File: config.mk
export PLATFORM = sky130hd
export DESIGN_NAME = io_port_bank
export DESIGN_NICKNAME = d
export VERILOG_FILES = /design/src/rtl/io_port_bank.sv
export SDC_FILE = /design/constraint.sdc
export NUM_CORES = 1
export LEC_CHECK = 0
export BUFFER_PORTS_ARGS = -buffer_cell sky130_fd_sc_hd__buf_4
export CAP_MARGIN = 30
export CORE_AREA = 2 2 230 232
export DETAILED_ROUTE_END_ITERATION = 10
export DIE_AREA = 0 0 232 234
export MAX_ROUTING_LAYER = met4
export SKIP_CTS_REPAIR_TIMING = 1
export SLEW_MARGIN = 10
export SYNTH_ARGS = -nofsm -noshare
export SYNTH_HDL_FRONTEND = slang
export SYNTH_SLANG_ARGS = --single-unit
File: constraint.sdc
create_clock -name clock -period 1.4 [get_ports clock]
set_input_delay 0.28 -clock clock [delete_from_list [all_inputs] [get_ports clock]]
set_output_delay 0.28 -clock clock [all_outputs]
set_load 0.03 [all_outputs]
File: src/rtl/io_port_bank.sv
// io_port_bank: memory-mapped I/O port bank for the MEM stage.
// Provides NUM_IN synchronised input ports with sticky change flags, NUM_OUT
// writable output registers, and one 256-byte window at IO_BASE.
// Optional feature macro: IO_PORT_IRQ_EN adds the IRQ_MASK register and the irq output.
module io_port_bank #(
  parameter int NUM_IN  = 3,
  parameter int NUM_OUT = 3,
  parameter int DATA_W  = 32,
  parameter int ADDR_W  = 32,
  parameter logic [ADDR_W-1:0] IO_BASE = 32'hFFFF_FF00
) (
  input  logic                      clock,
  input  logic                      resetn,
  input  logic [ADDR_W-1:0]         addr,
  input  logic [DATA_W-1:0]         wdata,
  input  logic                      we,
  input  logic                      re,
  output logic                      io_hit,
  output logic [DATA_W-1:0]         rdata,
  output logic                      rvalid,
  input  logic [NUM_IN*DATA_W-1:0]  in_ports,
  output logic [NUM_OUT*DATA_W-1:0] out_ports
`ifdef IO_PORT_IRQ_EN
  ,
  output logic                      irq
`endif
);

  // Address decode: addr[7:6] selects region, addr[5:2] selects the word.
  logic [1:0] region;
  logic [3:0] idx;
  logic       wr_hit;
  logic       rd_hit;
  logic       wr_status;
  logic       unused_addr_bits;

  assign io_hit           = (addr[ADDR_W-1:8] == IO_BASE[ADDR_W-1:8]);
  assign region           = addr[7:6];
  assign idx              = addr[5:2];
  assign wr_hit           = we && io_hit;
  assign rd_hit           = re && io_hit;
  assign wr_status        = wr_hit && (region == 2'b10) && (idx == 4'd0);
  assign unused_addr_bits = ^addr[1:0];

  // Power-up priming: change detection waits until the sync chain is filled.
  logic [1:0] prime_reg;
  logic       primed;
  assign primed = (prime_reg == 2'd3);

  // Saturating prime counter, counts edges after reset release.
  always_ff @(posedge clock or negedge resetn) begin
    if (!resetn) begin
      prime_reg <= 2'd0;
    end else if (prime_reg != 2'd3) begin
      prime_reg <= prime_reg + 2'd1;
    end
  end

  // Input synchronisers and per-port change detection.
  logic [NUM_IN*DATA_W-1:0] s2_flat;
  logic [NUM_IN-1:0]        flag_set;

  generate
    for (genvar gi = 0; gi < NUM_IN; gi++) begin : g_in
      logic [DATA_W-1:0] s1_reg;
      logic [DATA_W-1:0] s2_reg;
      logic [DATA_W-1:0] prev_reg;

      // Two-flop synchroniser plus a previous-value copy for edge detection.
      always_ff @(posedge clock or negedge resetn) begin
        if (!resetn) begin
          s1_reg   <= '0;
          s2_reg   <= '0;
          prev_reg <= '0;
        end else begin
          s1_reg   <= in_ports[gi*DATA_W +: DATA_W];
          s2_reg   <= s1_reg;
          prev_reg <= s2_reg;
        end
      end

      assign s2_flat[gi*DATA_W +: DATA_W] = s2_reg;
      assign flag_set[gi]                 = primed && (s2_reg != prev_reg);
    end
  endgenerate

  // Output registers, one per port, each written through its own decode.
  generate
    for (genvar gi = 0; gi < NUM_OUT; gi++) begin : g_out
      logic [DATA_W-1:0] out_reg;
      logic              wr_sel;
      assign wr_sel = wr_hit && (region == 2'b01) && (idx == 4'(gi));

      // Load the output register on a decoded write.
      always_ff @(posedge clock or negedge resetn) begin
        if (!resetn) begin
          out_reg <= '0;
        end else if (wr_sel) begin
          out_reg <= wdata;
        end
      end

      assign out_ports[gi*DATA_W +: DATA_W] = out_reg;
    end
  endgenerate

  // Sticky change flags; a new change on the clearing edge keeps the flag set.
  logic [NUM_IN-1:0] flag_reg;
  logic [NUM_IN-1:0] flag_clr;
  assign flag_clr = {NUM_IN{wr_status}} & wdata[NUM_IN-1:0];

  // Clear-by-write-one, then OR in newly detected changes.
  always_ff @(posedge clock or negedge resetn) begin
    if (!resetn) begin
      flag_reg <= '0;
    end else begin
      flag_reg <= (flag_reg & ~flag_clr) | flag_set;
    end
  end

`ifdef IO_PORT_IRQ_EN
  logic [NUM_IN-1:0] mask_reg;
  logic              wr_mask;
  assign wr_mask = wr_hit && (region == 2'b10) && (idx == 4'd1);

  // Interrupt mask register and registered interrupt output.
  always_ff @(posedge clock or negedge resetn) begin
    if (!resetn) begin
      mask_reg <= '0;
      irq      <= 1'b0;
    end else begin
      if (wr_mask) begin
        mask_reg <= wdata[NUM_IN-1:0];
      end
      irq <= |(flag_reg & mask_reg);
    end
  end
`endif

  // Read mux: unimplemented indices and offsets return zero.
  logic [DATA_W-1:0] rd_sel;
  always_comb begin
    rd_sel = '0;
    case (region)
      2'b00: begin
        for (int i = 0; i < NUM_IN; i++) begin
          if (idx == 4'(i)) rd_sel = s2_flat[i*DATA_W +: DATA_W];
        end
      end
      2'b01: begin
        for (int i = 0; i < NUM_OUT; i++) begin
          if (idx == 4'(i)) rd_sel = out_ports[i*DATA_W +: DATA_W];
        end
      end
      2'b10: begin
        if (idx == 4'd0) rd_sel = DATA_W'(flag_reg);
`ifdef IO_PORT_IRQ_EN
        else if (idx == 4'd1) rd_sel = DATA_W'(mask_reg);
`endif
      end
      default: rd_sel = '0;
    endcase
  end

  // Registered read port; rdata holds between accepted reads.
  always_ff @(posedge clock or negedge resetn) begin
    if (!resetn) begin
      rdata  <= '0;
      rvalid <= 1'b0;
    end else begin
      rvalid <= rd_hit;
      if (rd_hit) begin
        rdata <= rd_sel;
      end
    end
  end

endmodule
* Yosys cells after proc, flatten, opt, wreduce, memory -nomap -nowiden
Index checks and enable logic that the tools add are counted.
** Storage, ports and cells
- Bits in registers :: 422
- Input bits :: 164
- Output and inout bits :: 130
** Cells by class
- Mux-type cells :: 8
- $add $sub $neg :: 1
- Reduce and logical (&&, ||, !) cells :: 13
- Bitwise logic cells :: 4
- Equal/unequal tests :: 10
** Operator list (count)
- $mux 32 :: 6
- $ne 32x32->1 :: 3
- $pmux 32 s3 :: 1
- $eq 24x24->1 const B :: 1
- $logic_and 1x1->1 :: 11
- $and 3x3->3 :: 2
- $eq 2x2->1 const B :: 2
- $eq 4x1->1 const B :: 1
- $eq 4x2->1 const B :: 1
- $logic_not 4->1 :: 1
- $mux 3 :: 1
- $not 3->3 :: 1
- $or 3x3->3 :: 1
- $add 2x1->2 const B :: 1
- $eq 2x1->1 const B :: 1
- $logic_not 2->1 :: 1
- $ne 2x2->1 const B :: 1

* Depth between registers and ports, before layout
- Word-level depth :: 8
- Depth in mapped cells :: 8
- Depth with buffers taken out :: 5

* Least setup slack after synthesis
No wires, ideal clock.
- Path type :: input -> register
- From :: input port addr[28]
- To :: register g_out[0].out_reg[10]
- Path slack :: -0.410 ns
- Data required time :: 1.275 ns
- Stages on the path :: 7
- Arrival time :: 1.685 ns
- Path through :: nand4_1 nor4_2 and2_1 buf_6 nand4_4 buf_6 mux2_4
** Between the ends
- Word-level cells in the longest chain between the ends :: 4
** RTL lines
- start: declaration :: line 14 : input logic [ADDR_W-1:0] addr,
- $eq 24x24->1 :: line 37 : assign io_hit = (addr[ADDR_W-1:8] == IO_BASE[ADDR_W-1:8]);
- via io_hit :: line 18 : output logic io_hit,
- $logic_and 1x1->1 :: line 40 : assign wr_hit = we && io_hit;
- $logic_and 1x1->1 (2 in a row) :: line 92 : assign wr_sel = wr_hit && (region == 2'b01) && (idx == 4'(gi));
- end signal: assignment :: line 99 : out_reg <= wdata;
- end: declaration :: line 90 : logic [DATA_W-1:0] out_reg;
The timed path passes the listed nets, and every way through them passes these cells.
A chain may end at the register's enable or synchronous reset.

* Worst setup path in the final report
- From :: register g_in[2].s2_reg[12]
- To :: register flag_reg[2]
** Between the ends
- Word-level cells in the longest chain between the ends :: 3
** RTL lines
- start: declaration :: line 66 : logic [DATA_W-1:0] s2_reg;
- start signal: assignment :: line 77 : s2_reg <= s1_reg;
- $ne 32x32->1 :: line 83 : assign flag_set[gi] = primed && (s2_reg != prev_reg);
- $logic_and 1x1->1 :: line 83
- $or 3x3->3 :: line 117 : flag_reg <= (flag_reg & ~flag_clr) | flag_set;
- end signal: assignment :: line 117
- end: declaration :: line 108 : logic [NUM_IN-1:0] flag_reg;
No other way between the ends.

==> impl_metrics.csv <==
group,metric,value,unit
outcome,status,"finished, violations left",
outcome,violations,"setup timing",
power,leakage,0.0115,uW
critical_path,cp_max_fo,2,
yosys,netlist_area,15400,sq um
critical_path,setup.worst_path.start_class,"flip-flop",
detailed_routing,first_pass_iters,5,
critical_path,crit_path_max_incr_delay,0.41,ns
floorplanning,io_pins,294,
critical_path,critPathArrivalTime,2.11,ns
grt,grt_max_degree,44,
sta,hold_viol_final,0,
final_layout,most-common-layout-cells,"dfrtp_1, buf_4, buf_6, dlygate4sd3_1, mux2_4",
yosys,synth_top_family_by_area,"multiplexers",
yosys,yosysWarnings,0,
sta,max-slew-margin-rel,0.651,
sta,maxClockFrequency,611,MHz
detailed_routing,viasPerCell,4.52,
sta,holdWs,0.103,ns
yosys,synth_nets,1164,
sta,setup_violations,113,
power,p_seq_frac,0.472,
yosys,synth-main-ff-cell,"dfrtp_1",
sta,slew_violations,0,
cts,cts_buffer_depth,3,
critical_path,path_delay_family,"simple AND/OR/NAND/NOR gates",
critical_path,critical_path_buf_inv_count,0,
yosys,synth_fa_ha_area_frac,0.000814,
yosys,synthSimpleGateAreaFrac,0.0556,
critical_path,cp-end-kind,"flip-flop",
yosys,synth_xor_area_frac,0.0552,
power,power_density,1140,nW/um^2
critical_path,cpMaxStageDelayCell,"dfrtp_1",
yosys,synth.distinct_cells,39,
final_layout,final_common_cell,"dfrtp_1",
sta,finalClockSkew,0.0231,ns
sta,final.min_clock_period,1.64,ns
final_layout,finalCoreUtilization,0.462,
floorplanning,die_h,234,um
sta,fin_crit_sh,1.17,
min_path,min_path_type,"input pin to flip-flop",
power,netSwitchingPower,6310,uW
yosys,seq_area_frac_synth,0.687,
grt,grt_pass1_vias,10341,
yosys,synthMuxAreaShare,0.112,
cts,clock_latency,0.59,ns
place,dp_slack,-0.598,ns
place,io_buffers,291,
place,dp_hpwl,34.9,mm
floorplanning,die_width,232,um
floorplanning,num_rows,84,
yosys,syn_inst,999,
cts,cts_made_buffers,46,
detailed_routing,drt_wl_total,49.6,mm
final_layout,drive_above_1_share,0.457,
yosys,async_reset_ff_frac,1.00,
critical_path,cp.required,1.87,ns
cts,clkTransAtPathRegs,0.06,ns
floorplanning,die_area,54300,sq um
detailed_routing,drc,0,
grt,antenna_found_initial,1,
detailed_routing,vias,10927,
power,switching_share,0.231,
place,gp_congestion,0.883,
critical_path,path_class,"flip-flop to flip-flop",
floorplanning,core_area,52000,sq um
grt,grt_overflow,0,
sta,worst_slack,-0.236,ns
final_layout,syn_to_final_growth,56.3,%
run,drv_cap,0,
yosys,ys_seq_elements,422,
grt,track_usage,0.175,
detailed_routing,drt_iter0_drc,630,
yosys,syn_avg_cell_area,15.4,sq um
sta,rsz0062_at_grt,"true",
power,p_int,21000,uW
cts,cts_root_buf,"clkbuf_16",
power,ir_worst_vdd,1.00,mV
power,power_frac_comb,0.077,
final_layout,final_nets,1856,
cts,cts_tree,"built",
cts,htreeDepth,2,
grt,grt_pass1_wl,67.2,mm
sta,tightestPinTransition,0.523,ns
detailed_routing,avgRoutedWirePerCell,20.5,um
yosys,synth-compound-area-share,0.0691,
floorplanning,initial_core_util,0.296,
critical_path,path_cells,"xnor2_2, nand4_1, nor4_4, nand2_4, a22o_1",
power,power_frac_clock,0.451,
detailed_routing,postRouteAntennaNets,0,
yosys,synth_edf_count,0,
cts,cts_sinks,422,
-- layer usage --
| metal | vias up | wire length, um | GRT usage |
|---|---|---|---|
| li1 | 4908 | - | - |
| met1 | 5555 | 21500 | 0.232 |
| met2 | 377 | 24200 | 0.269 |
| met3 | 87 | 2540 | 0.0336 |
| met4 | 0 | 1460 | 0.0583 |
| met5 | - | 0 | - |
-- power by group through the flow --
stage	clock network [uW]	registers, uW	logic, uW
3_5_place_dp	0	13100	1780
5_1_grt	13100	12900	2270
6_report	12300	12900	2100
3_3_place_gp	0	13100	1760
2_1_floorplan	0	13000	477
4_1_cts	12600	12900	1790
-- cell families (layout without fill, tap and decap cells) --
kind of cell / Yosys count / count (layout)
multiplexers: 126 / 126
AO/OA/AOI/OAI: 142 / 142
AND/OR/NAND/NOR: 164 / 164
buffers and inverters: 47 / 775
adder cells (fa/ha/maj): 1 / 1
flip-flops: 422 / 422
XOR/XNOR: 97 / 97
other: 0 / 1
-- worst paths after layout --
kind	slack [ns]	depth (start not counted)	startpoint	to
min	0.10	3	we	flag_reg[2]
min in group asynchronous	0.23	2	resetn	g_out[1].out_reg[18]
max in group asynchronous	0.49	3	resetn	g_in[1].s1_reg[14]
min reg2reg	0.34	0	g_in[1].s1_reg[24]	g_in[1].s2_reg[24]
max reg2reg	-0.24	5	g_in[2].s2_reg[12]	flag_reg[2]
max	-0.24	5	g_in[2].s2_reg[12]	flag_reg[2]
-- cells in the mapped netlist, types with 3 or more instances --
library cell | count | share of area
buf_6 | 14 | 0.010
a22o_1 | 30 | 0.017
o31ai_1 | 27 | 0.013
nand2_1 | 42 | 0.010
nor2_1 | 62 | 0.015
nand3_1 | 3 | 0.00098
mux2_4 | 90 | 0.088
and2_1 | 3 | 0.0012
a221o_1 | 27 | 0.018
clkbuf_1 | 12 | 0.0029
buf_2 | 15 | 0.0049
o21ai_0 | 14 | 0.0046
nand4_1 | 33 | 0.013
nor4_1 | 6 | 0.0024
mux2_2 | 7 | 0.0051
buf_4 | 5 | 0.0024
xnor2_1 | 97 | 0.055
dfrtp_1 | 422 | 0.69
nand4_4 | 3 | 0.0041
mux2i_1 | 29 | 0.019
a21oi_1 | 35 | 0.011
-- worst min-delay path, stage by stage --
cell,delay (ns)
buf_4,0.16
nand4_1,0.08
a22o_1,0.13
-- cell type report --
cell class / count / area [sq um]
Fill cell: 4503 / 28000
Clock buffer: 62 / 1310
Clock inverter: 22 / 246
Tap cell: 688 / 861
Multi-Input combinational cell: 530 / 4710
Timing Repair Buffer: 691 / 6340
Sequential cell: 422 / 10600
Antenna cell: 1 / 2.50
-- per-stage QoR --
| stage | instances | total power [uW] | TNS [ns] | cell area [sq um] |
|---|---|---|---|---|
| after CTS | 2174 | 27300 | -12.04 | 21200 |
| after global placement | 2090 | 14800 | -63.97 | 19600 |
| final | 2416 | 27300 | -3.22 | 24000 |
| after floorplan | 999 | 13500 | -41.72 | 15400 |
| after global routing | 2416 | 28300 | -11.13 | 24000 |
| after detailed placement | 2090 | 14900 | -64.02 | 19600 |
(Power assumes the default switching activity.)
